**config.mk**
```make
export PLATFORM = sky130hd
export DESIGN_NAME = framebuffer_arbiter
export DESIGN_NICKNAME = d
export VERILOG_FILES = /design/src/rtl/framebuffer_arbiter.sv
export SDC_FILE = /design/constraint.sdc
export NUM_CORES = 1
export LEC_CHECK = 0
export CAP_MARGIN = 20
export CORE_ASPECT_RATIO = 1.75
export CORE_MARGIN = 2
export CORE_UTILIZATION = 47
export CTS_BUF_LIST = sky130_fd_sc_hd__clkbuf_4
export CTS_CLUSTER_SIZE = 16
export DETAILED_ROUTE_END_ITERATION = 8
export GPL_TIMING_DRIVEN = 0
export PLACE_DENSITY_LB_ADDON = 0.08
export SLEW_MARGIN = 20
export SYNTH_ARGS = -nofsm -noshare
export SYNTH_HDL_FRONTEND = slang
export SYNTH_SLANG_ARGS = --single-unit
export TNS_END_PERCENT = 100
```
**constraint.sdc**
```tcl
create_clock -name clk -period 2.6 [get_ports clk]
set_clock_uncertainty 0.05 [all_clocks]
set_input_delay 0.52 -clock clk [delete_from_list [all_inputs] [get_ports clk]]
set_output_delay 0.52 -clock clk [all_outputs]
set_load 0.01 [all_outputs]
```
**src/rtl/framebuffer_arbiter.sv**
```systemverilog
// Framebuffer RAM arbiter: VGA reads have priority, bounded CPU wait forces CPU forward progress.
// Optional macro FBARB_STALL_CNT_EN adds vga_stall_cnt, a saturating count of preempted VGA cycles.
module framebuffer_arbiter #(
    parameter int ADDR_W       = 24,
    parameter int DATA_W       = 16,
    parameter int CPU_MAX_WAIT = 8
) (
    input  logic              clk,
    input  logic              rst_n,
    input  logic [ADDR_W-1:0] vga_addr,
    output logic [DATA_W:0]   vga_data,
    input  logic              cpu_req,
    input  logic              cpu_we,
    input  logic [ADDR_W-1:0] cpu_addr,
    input  logic [DATA_W-1:0] cpu_wdata,
    output logic              cpu_ack,
    output logic [DATA_W-1:0] cpu_rdata,
    output logic [ADDR_W-1:0] mem_addr,
    output logic              mem_we,
    output logic [DATA_W-1:0] mem_wdata,
    input  logic [DATA_W-1:0] mem_rdata
`ifdef FBARB_STALL_CNT_EN
    ,
    output logic [15:0]       vga_stall_cnt
`endif
);

    localparam int WAIT_W = $clog2(CPU_MAX_WAIT + 1);

    typedef enum logic [1:0] {TAG_NONE, TAG_VGA, TAG_CPU} tag_t;

    logic [ADDR_W-1:0] last_vga_addr;
    logic [WAIT_W-1:0] wait_cnt;
    tag_t              tag_p1;
    logic              vga_pending;
    logic              vga_blocked;
    logic              vga_issue;
    logic              cpu_busy;
    logic              cpu_issue;

    function automatic logic [WAIT_W-1:0] wait_sat_inc(input logic [WAIT_W-1:0] cnt);
        return (cnt >= WAIT_W'(CPU_MAX_WAIT)) ? WAIT_W'(CPU_MAX_WAIT) : cnt + 1'b1;
    endfunction

    function automatic logic [15:0] sat_inc16(input logic [15:0] v);
        return (v == 16'hFFFF) ? v : v + 16'd1;
    endfunction

    // A request stays busy from its issue through its ack cycle, so it is never issued twice.
    always_comb begin
        vga_pending = (vga_addr != last_vga_addr);
        vga_blocked = vga_pending && (wait_cnt >= WAIT_W'(CPU_MAX_WAIT));
        vga_issue   = vga_pending && !vga_blocked;
        cpu_busy    = (tag_p1 == TAG_CPU) || cpu_ack;
        cpu_issue   = !vga_issue && cpu_req && !cpu_busy;
    end

    // Issue stage: choose the source and register the RAM access
    always_ff @(posedge clk) begin
        if (!rst_n) begin
            mem_addr      <= '0;
            mem_we        <= 1'b0;
            mem_wdata     <= '0;
            last_vga_addr <= '1;
            wait_cnt      <= '0;
            tag_p1        <= TAG_NONE;
        end else begin
            mem_we <= 1'b0;
            tag_p1 <= TAG_NONE;
            if (vga_issue) begin
                mem_addr      <= vga_addr;
                last_vga_addr <= vga_addr;
                tag_p1        <= TAG_VGA;
            end else if (cpu_issue) begin
                mem_addr <= cpu_addr;
                mem_we   <= cpu_we;
                if (cpu_we) begin
                    mem_wdata <= cpu_wdata;
                end else begin
                    tag_p1 <= TAG_CPU;
                end
            end
            if (!cpu_req || cpu_issue) begin
                wait_cnt <= '0;
            end else begin
                wait_cnt <= wait_sat_inc(wait_cnt);
            end
        end
    end

    // Capture stage: route returning RAM data by tag
    always_ff @(posedge clk) begin
        if (!rst_n) begin
            vga_data  <= '0;
            cpu_ack   <= 1'b0;
            cpu_rdata <= '0;
        end else begin
            cpu_ack <= cpu_issue && cpu_we;
            if (tag_p1 == TAG_CPU) begin
                cpu_rdata <= mem_rdata;
                cpu_ack   <= 1'b1;
            end
            if (tag_p1 == TAG_VGA) begin
                vga_data[DATA_W-1:0] <= mem_rdata;
            end
            // A preempted fetch leaves the word stale, so its valid bit must drop.
            if (vga_blocked) begin
                vga_data[DATA_W] <= 1'b0;
            end else if (tag_p1 == TAG_VGA) begin
                vga_data[DATA_W] <= 1'b1;
            end
        end
    end

`ifdef FBARB_STALL_CNT_EN
    always_ff @(posedge clk) begin
        if (!rst_n) begin
            vga_stall_cnt <= '0;
        end else if (vga_blocked && cpu_issue) begin
            vga_stall_cnt <= sat_inc16(vga_stall_cnt);
        end
    end
`else
    logic unused_sat;
    assign unused_sat = ^sat_inc16(16'd0);
`endif

endmodule

```
==> impl_table.tex <==
\begin{tabular}{lr}
\hline
Metric & Value \\
\hline
\multicolumn{2}{l}{\textbf{Floorplanning}} \\
\quad Number of top-level pins & between 150 and 200 \\
\quad Area enclosed by the die boundary & around 11000 µm² \\
\quad Placeable core area & between 9000 and 10000 µm² \\
\quad Effective utilization at floorplan & 0.479 \\
\quad Die span in x & 79.8 µm \\
\quad Die span in y & between 100 and 150 µm \\
\quad Cell Rows & 48 \\
\multicolumn{2}{l}{\textbf{Power}} \\
\quad Peak supply drop & about 350 µV \\
\quad Power density normalized to cell area & roughly 440 nW/µm² \\
\quad Tot Pwr & 2.90 mW \\
\quad Lkg Pwr & 2.68 nW \\
\multicolumn{2}{l}{\textbf{Yosys}} \\
\quad Compound-gate portion of the synthesized area & 0.155 \\
\quad Synthesized netlist net count & $\sim$600 \\
\quad Predominant post-synthesis flop cell & dfxtp\_1 \\
\quad Area fraction in and, or, nand and nor cells after synthesis & 0.144 \\
\quad Portion of synthesized cell area occupied by the leading cell type & 0.445 \\
\quad Main combinational cell family by area after synthesis & compound AO/OA/AOI/OAI gates \\
\quad Post-synthesis cell count & 519 \\
\quad Share of synthesized registers carrying an async set or reset & 0 \\
\quad Area share of fa/ha/maj cells after synthesis & 0.00530 \\
\quad Count of state elements after synthesis & approximately 110 \\
\quad Mean instance size in the synthesized netlist & around 9 µm² \\
\quad Post-synthesis cell area & roughly 4700 µm² \\
\quad Most frequent cells after synthesis & nand2\_1 (147), dfxtp\_1 (105), mux2i\_1 (40) \\
\quad Largest area contributor in the netlist & dfxtp\_1 \\
\quad Most frequently used cell type in the post-synthesis netlist & nand2\_1 \\
\quad Syn. warnings & 0 \\
\quad Fraction of synthesized area in multiplexers & 0.142 \\
\quad Register area share after synthesis & 0.445 \\
\quad Leading cell types by total area after synthesis & dfxtp\_1 (45\%), nand2\_1 (12\%), mux2i\_1 (8.5\%) \\
\quad Number of enable-type register cells in the synthesized netlist & 0 \\
\quad XOR/XNOR share of the synthesized area & 0.0464 \\
\quad Cell variety after synth & 34 \\
\multicolumn{2}{l}{\textbf{Drt}} \\
\quad Total via count after detailed routing & around 4200 \\
\quad Iter 0 DRT Violations & around 110 \\
\quad DRC violations left & 0 \\
\quad Antenna Nets Post-Route & 0 \\
\quad Routed wire length per instance & 15.3 µm \\
\quad Via-to-Cell Ratio & between 5 and 6 \\
\quad Aggregate routed wire length & between 10 and 15 mm \\
\quad DR pass1 iterations & 7 \\
\multicolumn{2}{l}{\textbf{Clock network}} \\
\quad CTS H-tree depth & 3 \\
\quad CTS Buf Count & 9 \\
\quad Number of buffers added to fix hold violations after cts & 0 \\
\quad Sink Count & between 100 and 150 \\
\quad Clock latency reported for the late side of the worst-skew pair & approximately 460 ps \\
\quad Clock-pin slew on the worst setup and hold paths & roughly 150 ps \\
\quad Buffer type at the clock tree root & clkbuf\_4 \\
\quad Buffers from clock root to sink, at most & 2 \\
\quad Clock tree from TritonCTS & built \\
\multicolumn{2}{l}{\textbf{Finish}} \\
\quad Share of post-route cells with drive strength above 1 & 0.0895 \\
\quad Number of nets at the end of the flow & roughly 770 \\
\quad Final std cells w/o fill & a little over 800 \\
\quad Layout overhead on the synthesized area & 39.1\% \\
\quad Cell area after layout & 6570 µm² \\
\multicolumn{2}{l}{\textbf{Timing}} \\
\quad Final Max Tran Viols & 0 \\
\quad Max-slew headroom at the worst pin & 0.562 \\
\quad Max Clk Rate & 0.410 GHz \\
\quad Setup tns final & 0 ps \\
\quad Final setup violation count & 0 \\
\quad Worst hold margin & slightly above 400 ps \\
\quad Final period util & 0.938 \\
\quad Final critical path time including I/O delays and setup & approximately 2400 ps \\
\quad RSZ-0062 raised after global routing & false \\
\quad Transition time at the pin with the least slew margin & 656 ps \\
\quad Final Hold Violating Endpoints & 0 \\
\multicolumn{2}{l}{\textbf{Setup path}} \\
\quad Launch point of the worst reg-to-reg path & last\_vga\_addr[15]\$\_SDFFE\_PN1P\_ \\
\quad Cell Chain, Critical Path & clkdlybuf4s50\_1, xor2\_1, nor4\_1, nand2\_1, o31ai\_2, buf\_4, buf\_6, mux2i\_1 \\
\quad Maximum cell stage delay along the critical path & 470 ps \\
\quad Launch point of the worst path & vga\_addr[15] \\
\quad Data arrival time of the critical path & around 2800 ps \\
\quad Nature of the critical path startpoint & primary input \\
\quad Cell type of the slowest stage on the worst timing path & clkdlybuf4s50\_1 \\
\quad Req. time, crit path & between 2000 and 3000 ps \\
\quad Setup Crit Path Kind & primary input to register \\
\quad CP max FO & 10 \\
\quad Critical path endpoint category & register \\
\multicolumn{2}{l}{\textbf{Global route}} \\
\quad First-pass GRT wire length & about 19 mm \\
\quad Vias in the first global route & around 4100 \\
\quad Total GRT Usage & 0.228 \\
\quad Pin count of the biggest net entering global routing & 17 \\
\quad Total grt overflow & 0 \\
\quad Number of antenna violations at the first check in global routing & 1 \\
\multicolumn{2}{l}{\textbf{Placed design}} \\
\quad Placer Congestion & between 0.8 and 0.9 \\
\quad Cell area after placement & 6450 µm² \\
\quad Number of instances in the placed design & roughly 800 \\
\quad Half-perimeter wire length after detailed placement & just under 10 mm \\
\quad Number of buffers added on ports & between 150 and 200 \\
\multicolumn{2}{l}{\textbf{Status}} \\
\quad Status & finished, final reports clean \\
\multicolumn{2}{l}{\textbf{Run}} \\
\quad Max-cap violations & 0 \\
\multicolumn{2}{l}{\textbf{Hold path}} \\
\quad Hold Path Class & register to register \\
\quad Critical hold path startpoint & vga\_data[13]\$\_SDFFE\_PN0N\_ \\
\hline
\end{tabular}
-- per-layer routing --
layer,share of wire,vias to the layer above,wire [µm],GRT usage
met5,0,-,0,0
met4,0.024,0,305,0.0838
met3,0.044,20,551,0.0389
met2,0.55,116,6860,0.432
met1,0.38,1966,4830,0.248
li1,-,2087,-,-
-- final cells by class --
type                       instances  area (µm²)
multi-input combinational        345        2320
timing repair buffer             158        1580
antenna                            1        2.50
sequential                       105        2100
clock inverter                     6        33.8
clock buffer                      10        75.1
tap                              125         156
inverter                          28         105
buffer                            41         190
fill                             906        3280
-- cell families (layout without fill, tap and decap cells) --
family                   after synthesis  count (layout)
other                                  0               1
XOR/XNOR                              25              25
AND/OR/NAND/NOR                      165             165
AO/OA/AOI/OAI                         89              89
multiplexers                          64              64
buffers and inverters                 69             243
adder cells (fa/ha/maj)                2               2
flip-flops                           105             105
-- critical path: cells and delay by family --
family	cells	cell delay (ps)
buffers and inverters	3	890
and+or+nand+nor	2	680
AOI/OAI and AO/OA	1	320
muxes	1	200
xor gates and xnor gates	1	170
-- sequential cells by signal, summed over array words and instances (netlist names) --
name / cells
cpu_ack: 1
cpu_rdata: 16
last_vga_addr: 24
mem_addr: 24
mem_wdata: 16
mem_we: 1
tag_p1: 2
vga_data: 17
wait_cnt: 4
-- metrics by stage --
step | worst slack [ps] | utilization
floorplan | 483 | -
global placement | -451 | 0.655
detailed placement | -446 | 0.655
CTS | 52.1 | 0.666
global route | 34.7 | 0.667
finish | 162 | 0.667
-- final timing paths --
path / end / slack [ps] / cells after the start
setup / recovery: mem_wdata[14]$_SDFFE_PN0P_ / 160 / 8
hold reg to reg: vga_data[13]$_SDFFE_PN0N_ / 410 / 2
setup reg to reg: mem_wdata[14]$_SDFFE_PN0P_ / 360 / 7
hold / removal: vga_data[13]$_SDFFE_PN0N_ / 410 / 2
-- layout by cell type, fill, tap and decap left out, types with 2 or more instances in the layout --
cell               n
a2111oi_0          3
buf_2              4
clkbuf_4          10
mux2i_1           40
o21a_1             2
buf_1              3
nor4_1             6
clkinv_1           3
clkbuf_1          28
nand2b_1           2
o211ai_2          10
clkdlybuf4s50_1  157
dfxtp_1          105
o211ai_1          38
nand2_1          147
nand3_1            2
mux2_2            24
nor2b_1            2
buf_4              3
clkinv_2           2
xor2_1            24
a21boi_1          32
inv_1             27
ha_1               2
buf_6              3
-- report_power, final --
group / switching, mW / internal [mW]
Sequential: 0.0319 / 1.67
Combinational: 0.199 / 0.272
Clock: 0.524 / 0.202
Total: 0.755 / 2.14
-- timing repair --
item                                    in CTS  in global routing
endpoints found under the setup margin       0                  6
endpoints found under the hold margin        0                  0
buffers inserted                             0                  1
gates resized for setup                      0                  0
Note: power is estimated with default switching activity, not from simulation.
